$ cat config.mk
export PLATFORM = sky130hd
export DESIGN_NAME = vid_timing_meas
export DESIGN_NICKNAME = d
export VERILOG_FILES = /design/src/rtl/vid_timing_meas.sv
export SDC_FILE = /design/constraint.sdc
export NUM_CORES = 1
export LEC_CHECK = 0
export CELL_PAD_IN_SITES_DETAIL_PLACEMENT = 0
export CELL_PAD_IN_SITES_GLOBAL_PLACEMENT = 2
export CORE_ASPECT_RATIO = 1.25
export CORE_MARGIN = 2
export CORE_UTILIZATION = 35
export DETAILED_ROUTE_END_ITERATION = 8
export PLACE_DENSITY = 0.8
export SLEW_MARGIN = 20
export SYNTH_ARGS = -nofsm -noshare
export SYNTH_HDL_FRONTEND = slang
export SYNTH_SLANG_ARGS = --single-unit
$ cat constraint.sdc
create_clock -name clk -period 6.9 [get_ports clk]
set_input_delay 1.035 -clock clk [delete_from_list [all_inputs] [get_ports clk]]
set_output_delay 1.035 -clock clk [all_outputs]
set_load 0.005 [all_outputs]
$ cat src/rtl/vid_timing_meas.sv
// rtl/vid_timing_meas.sv - measures line/frame timing, pixel checksum and lock of an hs/vs/vld/rgb raster
module vid_timing_meas #(
    parameter int PW     = 8,
    parameter int H_BITS = 12,
    parameter int V_BITS = 12
) (
    input  logic              clk,
    input  logic              rst_n,
    input  logic              hs,
    input  logic              vs,
    input  logic              vld,
    input  logic [3*PW-1:0]   rgb,
    output logic [H_BITS-1:0] meas_h_total,
    output logic [H_BITS-1:0] meas_h_sync,
    output logic [H_BITS-1:0] meas_h_act,
    output logic [V_BITS-1:0] meas_v_total,
    output logic [V_BITS-1:0] meas_v_sync,
    output logic [V_BITS-1:0] meas_v_act,
    output logic [3*PW-1:0]   meas_sum,
    output logic              meas_vld,
    output logic              locked,
    output logic              mismatch
);
    localparam int SW = 3*PW;
    typedef enum logic {WAIT_VS, MEASURE} state_t;

    function automatic logic [H_BITS-1:0] h_inc(input logic [H_BITS-1:0] x, input logic en);
        return (en && x != '1) ? x + 1'b1 : x;
    endfunction

    function automatic logic [V_BITS-1:0] v_inc(input logic [V_BITS-1:0] x, input logic en);
        return (en && x != '1) ? x + 1'b1 : x;
    endfunction

    state_t            state_q, state_d;
    logic              hs1_q, vs1_q, vld1_q, hs2_q, vs2_q;
    logic [SW-1:0]     rgb1_q;
    logic [H_BITS-1:0] h_cnt_q, h_cnt_d, h_sync_q, h_sync_d, h_act_q, h_act_d;
    logic [H_BITS-1:0] line_total_q, line_total_d, line_sync_q, line_sync_d, last_act_q, last_act_d;
    logic [V_BITS-1:0] v_total_q, v_total_d, v_sync_q, v_sync_d, v_act_q, v_act_d;
    logic [SW-1:0]     sum_q, sum_d;
    logic [H_BITS-1:0] res_h_total_q, res_h_total_d, res_h_sync_q, res_h_sync_d, res_h_act_q, res_h_act_d;
    logic [V_BITS-1:0] res_v_total_q, res_v_total_d, res_v_sync_q, res_v_sync_d, res_v_act_q, res_v_act_d;
    logic [SW-1:0]     res_sum_q, res_sum_d;
    logic              res_vld_q, res_vld_d;
    logic [H_BITS-1:0] meas_h_total_q, meas_h_total_d, meas_h_sync_q, meas_h_sync_d, meas_h_act_q, meas_h_act_d;
    logic [V_BITS-1:0] meas_v_total_q, meas_v_total_d, meas_v_sync_q, meas_v_sync_d, meas_v_act_q, meas_v_act_d;
    logic [SW-1:0]     meas_sum_q, meas_sum_d;
    logic              meas_vld_q, meas_vld_d, locked_q, locked_d, mismatch_q, mismatch_d;
    logic              have_prev_q, have_prev_d;

    logic              hs_rise, vs_rise, line_open, same;
    logic [V_BITS-1:0] v_act_closed;
    logic [SW-1:0]     pix;

    always_comb begin
        hs_rise      = hs1_q & ~hs2_q;
        vs_rise      = vs1_q & ~vs2_q;
        line_open    = (h_act_q != '0);
        pix          = vld1_q ? rgb1_q : '0;
        v_act_closed = v_inc(v_act_q, hs_rise & line_open);

        state_d       = state_q;
        h_cnt_d       = h_cnt_q;
        h_sync_d      = h_sync_q;
        h_act_d       = h_act_q;
        line_total_d  = line_total_q;
        line_sync_d   = line_sync_q;
        last_act_d    = last_act_q;
        v_total_d     = v_total_q;
        v_sync_d      = v_sync_q;
        v_act_d       = v_act_q;
        sum_d         = sum_q;
        res_h_total_d = res_h_total_q;
        res_h_sync_d  = res_h_sync_q;
        res_h_act_d   = res_h_act_q;
        res_v_total_d = res_v_total_q;
        res_v_sync_d  = res_v_sync_q;
        res_v_act_d   = res_v_act_q;
        res_sum_d     = res_sum_q;
        res_vld_d     = 1'b0;

        // In WAIT_VS everything sits at zero, so the arming edge starts the first frame from a clean base.
        if (state_q == MEASURE || vs_rise) begin
            if (hs_rise) begin
                line_total_d = h_cnt_q;
                line_sync_d  = h_sync_q;
                if (line_open) begin
                    last_act_d = h_act_q;
                end
                h_cnt_d  = H_BITS'(1);
                h_sync_d = H_BITS'(1);
                h_act_d  = H_BITS'(vld1_q);
            end else begin
                h_cnt_d  = h_inc(h_cnt_q, 1'b1);
                h_sync_d = h_inc(h_sync_q, hs1_q);
                h_act_d  = h_inc(h_act_q, vld1_q);
            end

            if (vs_rise) begin
                state_d       = MEASURE;
                res_vld_d     = (state_q == MEASURE);
                res_h_total_d = line_total_d;
                res_h_sync_d  = line_sync_d;
                res_h_act_d   = last_act_d;
                res_v_total_d = v_total_q;
                res_v_sync_d  = v_sync_q;
                res_v_act_d   = v_act_closed;
                res_sum_d     = sum_q;
                v_total_d     = V_BITS'(hs_rise);
                v_sync_d      = V_BITS'(hs_rise & vs1_q);
                v_act_d       = '0;
                sum_d         = pix;
            end else begin
                v_total_d = v_inc(v_total_q, hs_rise);
                v_sync_d  = v_inc(v_sync_q, hs_rise & vs1_q);
                v_act_d   = v_act_closed;
                sum_d     = sum_q + pix;
            end
        end
    end

    // Publish stage: lock compares the new frame against the values currently on the outputs.
    always_comb begin
        meas_h_total_d = meas_h_total_q;
        meas_h_sync_d  = meas_h_sync_q;
        meas_h_act_d   = meas_h_act_q;
        meas_v_total_d = meas_v_total_q;
        meas_v_sync_d  = meas_v_sync_q;
        meas_v_act_d   = meas_v_act_q;
        meas_sum_d     = meas_sum_q;
        meas_vld_d     = res_vld_q;
        locked_d       = locked_q;
        mismatch_d     = 1'b0;
        have_prev_d    = have_prev_q;
        same = have_prev_q && res_h_total_q == meas_h_total_q && res_v_total_q == meas_v_total_q
            && res_h_act_q == meas_h_act_q && res_v_act_q == meas_v_act_q;
        if (res_vld_q) begin
            meas_h_total_d = res_h_total_q;
            meas_h_sync_d  = res_h_sync_q;
            meas_h_act_d   = res_h_act_q;
            meas_v_total_d = res_v_total_q;
            meas_v_sync_d  = res_v_sync_q;
            meas_v_act_d   = res_v_act_q;
            meas_sum_d     = res_sum_q;
            have_prev_d    = 1'b1;
            if (same) begin
                locked_d = 1'b1;
            end else if (locked_q) begin
                locked_d   = 1'b0;
                mismatch_d = 1'b1;
            end
        end
    end

    always_ff @(posedge clk or negedge rst_n) begin
        if (!rst_n) begin
            state_q <= WAIT_VS;
            hs1_q <= 1'b0; vs1_q <= 1'b0; vld1_q <= 1'b0; rgb1_q <= '0;
            hs2_q <= 1'b0; vs2_q <= 1'b0;
            h_cnt_q <= '0; h_sync_q <= '0; h_act_q <= '0;
            line_total_q <= '0; line_sync_q <= '0; last_act_q <= '0;
            v_total_q <= '0; v_sync_q <= '0; v_act_q <= '0; sum_q <= '0;
            res_h_total_q <= '0; res_h_sync_q <= '0; res_h_act_q <= '0;
            res_v_total_q <= '0; res_v_sync_q <= '0; res_v_act_q <= '0;
            res_sum_q <= '0; res_vld_q <= 1'b0;
            meas_h_total_q <= '0; meas_h_sync_q <= '0; meas_h_act_q <= '0;
            meas_v_total_q <= '0; meas_v_sync_q <= '0; meas_v_act_q <= '0;
            meas_sum_q <= '0; meas_vld_q <= 1'b0;
            locked_q <= 1'b0; mismatch_q <= 1'b0; have_prev_q <= 1'b0;
        end else begin
            state_q <= state_d;
            hs1_q <= hs; vs1_q <= vs; vld1_q <= vld; rgb1_q <= rgb;
            hs2_q <= hs1_q; vs2_q <= vs1_q;
            h_cnt_q <= h_cnt_d; h_sync_q <= h_sync_d; h_act_q <= h_act_d;
            line_total_q <= line_total_d; line_sync_q <= line_sync_d; last_act_q <= last_act_d;
            v_total_q <= v_total_d; v_sync_q <= v_sync_d; v_act_q <= v_act_d; sum_q <= sum_d;
            res_h_total_q <= res_h_total_d; res_h_sync_q <= res_h_sync_d; res_h_act_q <= res_h_act_d;
            res_v_total_q <= res_v_total_d; res_v_sync_q <= res_v_sync_d; res_v_act_q <= res_v_act_d;
            res_sum_q <= res_sum_d; res_vld_q <= res_vld_d;
            meas_h_total_q <= meas_h_total_d; meas_h_sync_q <= meas_h_sync_d; meas_h_act_q <= meas_h_act_d;
            meas_v_total_q <= meas_v_total_d; meas_v_sync_q <= meas_v_sync_d; meas_v_act_q <= meas_v_act_d;
            meas_sum_q <= meas_sum_d; meas_vld_q <= meas_vld_d;
            locked_q <= locked_d; mismatch_q <= mismatch_d; have_prev_q <= have_prev_d;
        end
    end

    assign meas_h_total = meas_h_total_q;
    assign meas_h_sync  = meas_h_sync_q;
    assign meas_h_act   = meas_h_act_q;
    assign meas_v_total = meas_v_total_q;
    assign meas_v_sync  = meas_v_sync_q;
    assign meas_v_act   = meas_v_act_q;
    assign meas_sum     = meas_sum_q;
    assign meas_vld     = meas_vld_q;
    assign locked       = locked_q;
    assign mismatch     = mismatch_q;
endmodule

==> results of run 1 <==
## cell families (layout without fill, tap and decap cells)
kind of cell | count (synthesis) | after routing | share of synthesized area
muxes | 141 | 141 | 0.0965
adders and majority gates | 31 | 31 | 0.0243
xor gates and xnor gates | 117 | 117 | 0.0630
buffers and inverters | 97 | 233 | 0.0240
DFF | 359 | 359 | 0.552
AOI/OAI and AO/OA | 210 | 210 | 0.0822
and+or+nand+nor | 576 | 576 | 0.158
## layer usage
metal / global-route usage / vias to the layer above / wire [um]
met5: 0 / - / 0
met4: 0.0402 / 0 / 648
met3: 0.0315 / 44 / 1450
met2: 0.265 / 165 / 17900
met1: 0.219 / 5581 / 17800
li1: - / 5451 / -
## placed cells by master (no fill, tap or decap), drive strengths merged, types with 34 or more instances in the layout
cell	count
dfrtp	359
nand2	284
nor2	137
mux2	127
clkdlybuf4s50	126
xor2	64
clkbuf	60
a21oi	55
xnor2	53
o21ai	48
a31oi	37
nand3	34
## how the worst min path moves through the flow
| stage | startpoint | to | slack, ns | depth (start not counted) |
|---|---|---|---|---|
| after detailed placement | have_prev_q$_DFFE_PN0P_ | have_prev_q$_DFFE_PN0P_ | 0.45 | 1 |
| after global routing | have_prev_q$_DFFE_PN0P_ | have_prev_q$_DFFE_PN0P_ | 0.48 | 1 |
| after floorplan | vs1_q$_DFF_PN0_ | vs2_q$_DFF_PN0_ | 0.39 | 0 |
| final | have_prev_q$_DFFE_PN0P_ | have_prev_q$_DFFE_PN0P_ | 0.46 | 1 |
| after global placement | have_prev_q$_DFFE_PN0P_ | have_prev_q$_DFFE_PN0P_ | 0.45 | 1 |
| after CTS | have_prev_q$_DFFE_PN0P_ | have_prev_q$_DFFE_PN0P_ | 0.46 | 1 |
## report_power, final
| group | internal [mW] | total, mW | switching (mW) |
|---|---|---|---|
| clock network | 1.42 | 2.29 | 0.873 |
| logic | 0.791 | 1.48 | 0.694 |
| registers | 2.48 | 2.79 | 0.315 |
| total | 4.69 | 6.57 | 1.88 |
## metrics by stage
stage / hold slack (ns) / utilization
final: 0.460 / 0.424
after global routing: 0.484 / 0.424
after CTS: 0.460 / 0.424
after detailed placement: 0.447 / 0.393
after global placement: 0.445 / 0.393
after floorplan: 0.388 / -
## flip-flops by register name (all words and copies together) (netlist names), 24 cells and up
register / flops
meas_sum: 24
res_sum_q: 24
rgb1_q: 24
sum_q: 24
## area by class of cell
cell class              instances  share of cell area
inverters                      23             0.00442
well taps                     585              0.0375
flip-flops and latches        359               0.461
clock buffers                  60              0.0630
multi-input cells            1075               0.354
clock inverters                13             0.00994
repair buffers                137              0.0705
## critical path, cell delays in order, from the launching register on
cell	delay [ns]
dfrtp_1	0.90
and2_1	0.26
ha_1	0.19
inv_1	0.07
fa_1	0.41
nor2b_1	0.18
o31a_1	0.20
o211ai_1	0.19
a21oi_1	0.43
a21boi_0	0.22
o21ai_0	0.25
xnor2_1	0.09
a311oi_1	0.25
==> impl_metrics.sql, run 1 <==
INSERT INTO impl_metrics (metric_group, metric, value, unit) VALUES
('critical_path', 'crit_path_end_kind', 'flip-flop', ''),
('pwr', 'vdd.ir_drop.worst', '0.000226', 'V'),
('synthesis', 'synth_most_common_cell', 'dfrtp_1', ''),
('clocking', 'cts_tree', 'done', ''),
('synthesis', 'synth_nets', '1591', ''),
('placed_design', 'port-buffer-count', '127', ''),
('clocking', 'worst_skew_pair.late_latency', '0.56', 'ns'),
('sta', 'worst_pin_slew', '0.906', 'ns'),
('synthesis', 'synth-seq-cells', '359', ''),
('synthesis', 'ys_seq_area_frac', '0.552', ''),
('global_routing', 'grt_first_pass_wirelength', '62100', 'um'),
('die', 'die_width', '197', 'um'),
('critical_path', 'reg2reg_setup_slack', '3.15', 'ns'),
('routing', 'avgViaCountPerCell', '4.99', ''),
('sta', 'drv_slew', '0', ''),
('synthesis', 'yosysUniqueCellTypes', '65', ''),
('pwr', 'post-layout-total-power', '6.57', 'mW'),
('placed_design', 'dp.final_hpwl', '23900', 'um'),
('synthesis', 'synth_ff_type', 'dfrtp_1', ''),
('routing', 'routed_wire_length_per_instance', '16.8', 'um'),
('final_layout', 'final_layout_size_suffix_gt1_frac', '0.130', ''),
('final_layout', 'area_growth', '20.0', '%'),
('final_layout', 'final_area', '19500', 'um2'),
('synthesis', 'netlist.top_cell.by_area', 'dfrtp_1', ''),
('critical_path', 'critPathLaunch', 'vld1_q$_DFF_PN0_', ''),
('clocking', 'cts_root_buffer', 'clkbuf_16', ''),
('worst_hold_path', 'hold_class', 'reg2reg', ''),
('clocking', 'cts_buffer_depth', '3', ''),
('routing', 'routed_antenna_nets', '0', ''),
('clocking', 'cts_inserted_buffers', '42', ''),
('placed_design', 'preCtsSetupSlack', '3.15', 'ns'),
('final_layout', 'filler_cell_count_in_the_final_layout', '4437', ''),
('sta', 'timing.max_slew.rel_slack', '0.396', ''),
('placed_design', 'numPlacedInstances', '2179', ''),
('synthesis', 'post_synth_edffs', '0', ''),
('routing', 'wl', '37800', 'um'),
('critical_path', 'endpoint', 'sum_q[20]$_DFFE_PN0N_', ''),
('clocking', 'clk_pin_slew', '0.06', 'ns'),
('die', 'die_y', '245', 'um'),
('die', 'placementRows', '88', ''),
('sta', 'finalSetupViolCount', '0', ''),
('critical_path', 'setup.worst_path.start_class', 'flip-flop', ''),
('critical_path', 'crit_path_max_fanout', '26', ''),
('synthesis', 'synth_largest_type_area_fraction', '0.552', ''),
('routing', 'drt_iter0_drc', '471', ''),
('global_routing', 'globalRoute.totalOverflow', '0', ''),
('critical_path', 'cp.arrival', '4.21', 'ns'),
('sta', 'fin_worst_skew', '0.0147', 'ns'),
('global_routing', 'grt_start_max_net_pins', '169', ''),
('synthesis', 'syn_inst', '1531', ''),
('global_routing', 'grt_pass1_vias', '11266', ''),
('final_layout', 'net_total_in_the_final_layout', '1698', ''),
('flow_run', 'drv.max_cap_violation_count', '0', ''),
('clocking', 'cts-hold-fix-buffers', '0', ''),
('synthesis', 'avgSynthCellArea', '10.6', 'um2'),
('pwr', 'powerDensity', '337', 'nW/um2'),
('synthesis', 'synthArstFlopShare', '1.00', ''),
('outcome', 'status', 'finished clean', ''),
('die', 'initial_standard_cell_utilization_of_the_core', '0.353', ''),
('synthesis', 'syn_std_cell_area', '16300', 'um2'),
('die', 'design.core.area', '46000', 'um2'),
('die', 'die_area', '48200', 'um2'),
('sta', 'final_min_period_over_clock_period', '0.544', ''),
('synthesis', 'synth.top_cells.by_count', '359 x dfrtp_1, 284 x nand2_1, 136 x nor2_1', ''),
('routing', 'drc', '0', ''),
('clocking', 'clock_sink_count', '359', ''),
('sta', 'maxClockFrequency', '267', 'MHz'),
('die', 'num_io_pins', '128', ''),
('critical_path', 'ff2ff_path_depth', '12', ''),
('sta', 'timing.setup.tns', '0', 'ns'),
('synthesis', 'yosys-top-cells-area', 'dfrtp_1 55%, mux2_2 8.8%, nand2_1 6.6%, xor2_1 3.4%, nor2_1 3.1%', '');
Power figures use the tool's default switching activity.
==> run 2, diff against run 1 <==
- PLACE_DENSITY: 0.8 -> 0.83
- clock period: 6.9 -> 3 ns (I/O delays scaled with it)
==> impl_metrics.sql, run 2 (synthesis gave the netlist of run 1 again) <==
INSERT INTO impl_metrics (metric_group, metric, value, unit) VALUES
('clocking', 'cts_tree', 'done', ''),
('pwr', 'p_leak', '9.03', 'nW'),
('critical_path', 'crit_path_max_fanout', '7', ''),
('outcome', 'status', 'finished clean', ''),
('critical_path', 'criticalPathCategory', 'reg2reg', ''),
('routing', 'drt_iter0_drc', '571', ''),
('die', 'die_area', '48200', 'um2'),
('routing', 'routed_antenna_nets', '0', ''),
('placed_design', 'port-buffer-count', '127', ''),
('critical_path', 'required', '3.50', 'ns'),
('sta', 'timing.max_slew.rel_slack', '0.550', ''),
('pwr', 'powerDensity', '766', 'nW/um2'),
('pwr', 'power.internal', '10.7', 'mW'),
('critical_path', 'crit_path_end_kind', 'flip-flop', ''),
('pwr', 'switching_power', '4.47', 'mW'),
('final_layout', 'final_layout_size_suffix_gt1_frac', '0.154', ''),
('placed_design', 'place.gp.congestion', '0.872', ''),
('die', 'die_y', '245', 'um'),
('routing', 'via_count_of_the_routed_design', '11491', ''),
('sta', 'min_period', '2.89', 'ns'),
('die', 'placementRows', '88', ''),
('pwr', 'pwr-share-comb', '0.242', ''),
('global_routing', 'globalRoute.totalOverflow', '0', ''),
('clocking', 'cts_buffer_depth', '3', ''),
('global_routing', 'antenna_found_initial', '0', ''),
('sta', 'drv_slew', '0', ''),
('placed_design', 'numPlacedInstances', '2213', ''),
('die', 'die_width', '197', 'um'),
('clocking', 'worst_skew_pair.late_latency', '0.57', 'ns'),
('critical_path', 'cp.arrival', '3.39', 'ns'),
('routing', 'avgViaCountPerCell', '5.02', ''),
('sta', 'finalSetupViolCount', '0', ''),
('sta', 'maxClockFrequency', '346', 'MHz'),
('pwr', 'vdd.ir_drop.worst', '0.000370', 'V'),
('clocking', 'clock_sink_count', '359', ''),
('die', 'initial_standard_cell_utilization_of_the_core', '0.353', ''),
('critical_path', 'setup.worst_path.start_class', 'flip-flop', ''),
('clocking', 'clk_pin_slew', '0.06', 'ns'),
('final_layout', 'area_growth', '21.9', '%'),
('clocking', 'h-tree-depth', '2', ''),
('clocking', 'cts_root_buffer', 'clkbuf_16', ''),
('sta', 'worst_pin_slew', '0.674', 'ns'),
('pwr', 'pwr-share-seq', '0.423', ''),
('routing', 'drc', '0', ''),
('clocking', 'cts_inserted_buffers', '40', ''),
('routing', 'routed_wire_length_per_instance', '17.1', 'um'),
('global_routing', 'global_routing_usage_summed_across_all_routing_layers', '0.165', ''),
('flow_run', 'drv.max_cap_violation_count', '0', ''),
('sta', 'timing.hold.ws', '0.337', 'ns'),
('sta', 'final_min_period_over_clock_period', '0.964', ''),
('pwr', 'p_sw_frac', '0.295', ''),
('final_layout', 'net_total_in_the_final_layout', '1732', ''),
('placed_design', 'dp.final_hpwl', '25800', 'um'),
('sta', 'timing.setup.tns', '0', 'ns'),
('sta', 'rsz_0062_raised_after_global_routing', 'true', ''),
('final_layout', 'mostFrequentLayoutCells', '357 x dfrtp_1, 283 x nand2_1, 136 x nor2_1', ''),
('sta', 'hold_viol', '0', ''),
('routing', 'wl', '39100', 'um'),
('global_routing', 'grt_pass1_vias', '11580', ''),
('routing', 'drt_pass1_iterations', '5', ''),
('final_layout', 'layout.cells.non_filler', '2289', ''),
('final_layout', 'leading_cell_type_in_the_layout_fill_and_taps_excluded', 'dfrtp_1', ''),
('sta', 'fin_worst_skew', '0.0343', 'ns'),
('pwr', 'clock_power_share', '0.335', ''),
('final_layout', 'fin_util', '0.431', ''),
('worst_hold_path', 'hold_class', 'in2reg', ''),
('die', 'design.core.area', '46000', 'um2'),
('die', 'num_io_pins', '128', ''),
('global_routing', 'grt_first_pass_wirelength', '63400', 'um'),
('global_routing', 'grt_start_max_net_pins', '138', '');
==> run 2: cell types whose count changed in the layout (fill, tap and decap cells not counted), sizes merged <==
cell	delta
bufinv	-1
clkinvlp	+1
dlygate4sd3	+1
clkinv	+5
diode	+1
clkbuf	-5
buf	+35
==> run 2: worst max-delay path: stages (launching register included) <==
cell and delay (ns):
dfrtp_2 0.45, buf_4 0.15, nand2_2 0.09, inv_1 0.06, ha_1 0.28, a211oi_1 0.26, o21a_1 0.18, a21boi_0 0.14
o211ai_1 0.39, o21bai_2 0.13, a211oi_2 0.29, mux2_2 0.37, nand2_1 0.06
==> run 2: final timing paths <==
path,startpoint,slack [ns],depth (start not counted),to
max in group asynchronous,rst_n,1.75,3,res_sum_q[10]$_DFFE_PN0P_
setup reg to reg,vld1_q$_DFF_PN0_,0.11,12,sum_q[19]$_DFFE_PN0N_
hold reg to reg,res_v_sync_q[3]$_DFFE_PN0P_,0.47,2,res_v_sync_q[3]$_DFFE_PN0P_
setup / recovery,vld1_q$_DFF_PN0_,0.11,12,sum_q[19]$_DFFE_PN0N_
hold / removal,rgb[7],0.34,1,rgb1_q[7]$_DFF_PN0_
min in group asynchronous,rst_n,0.38,2,locked$_DFFE_PN0P_
==> run 2: layout make-up <==
cell class,instances,area [um2]
Sequential cell,359,8990
Inverter,23,86.3
Clock inverter,18,211
Clock buffer,55,1150
Multi-Input combinational cell,1075,6940
Tap cell,585,732
Antenna cell,1,2.50
Timing Repair Buffer,173,1720
Fill cell,4372,26200
==> run 2: power groups by stage <==
stage	Combinational (mW)	Clock [mW]	Sequential (mW)
after floorplan	2.21	0	6.29
after global placement	3.60	0	6.50
after detailed placement	3.66	0	6.52
after CTS	3.69	5.26	6.44
after global routing	4.08	5.47	6.56
final	3.67	5.08	6.42
==> run 2: per-stage QoR <==
step / instance area (um2) / total power, mW / worst slack, ns
3_5_place_dp: 18400 / 10.2 / -0.0243
4_1_cts: 19800 / 15.4 / 0.0331
2_1_floorplan: 16300 / 8.50 / 0.234
3_3_place_gp: 18400 / 10.1 / 0.0211
5_1_grt: 19800 / 16.1 / -0.00724
6_report: 19800 / 15.2 / 0.109
==> run 2: what timing repair did <==
| item | in CTS | in global routing |
|---|---|---|
| setup endpoints to repair | 2 | 9 |
| gates resized for setup | 2 | 14 |
| endpoints found under the hold margin | 43 | 0 |
| pin swaps | 1 | 3 |
| buffers inserted | 0 | 1 |
| hold buffers | 1 | 0 |
==> run 2: routing by layer <==
metal  GRT usage  vias to the layer above  share of wire
met5           0                        -              0
met4      0.0449                        0          0.021
met3      0.0282                       50          0.036
met2       0.286                      181           0.49
met1       0.214                     5725           0.45
li1            -                     5535              -
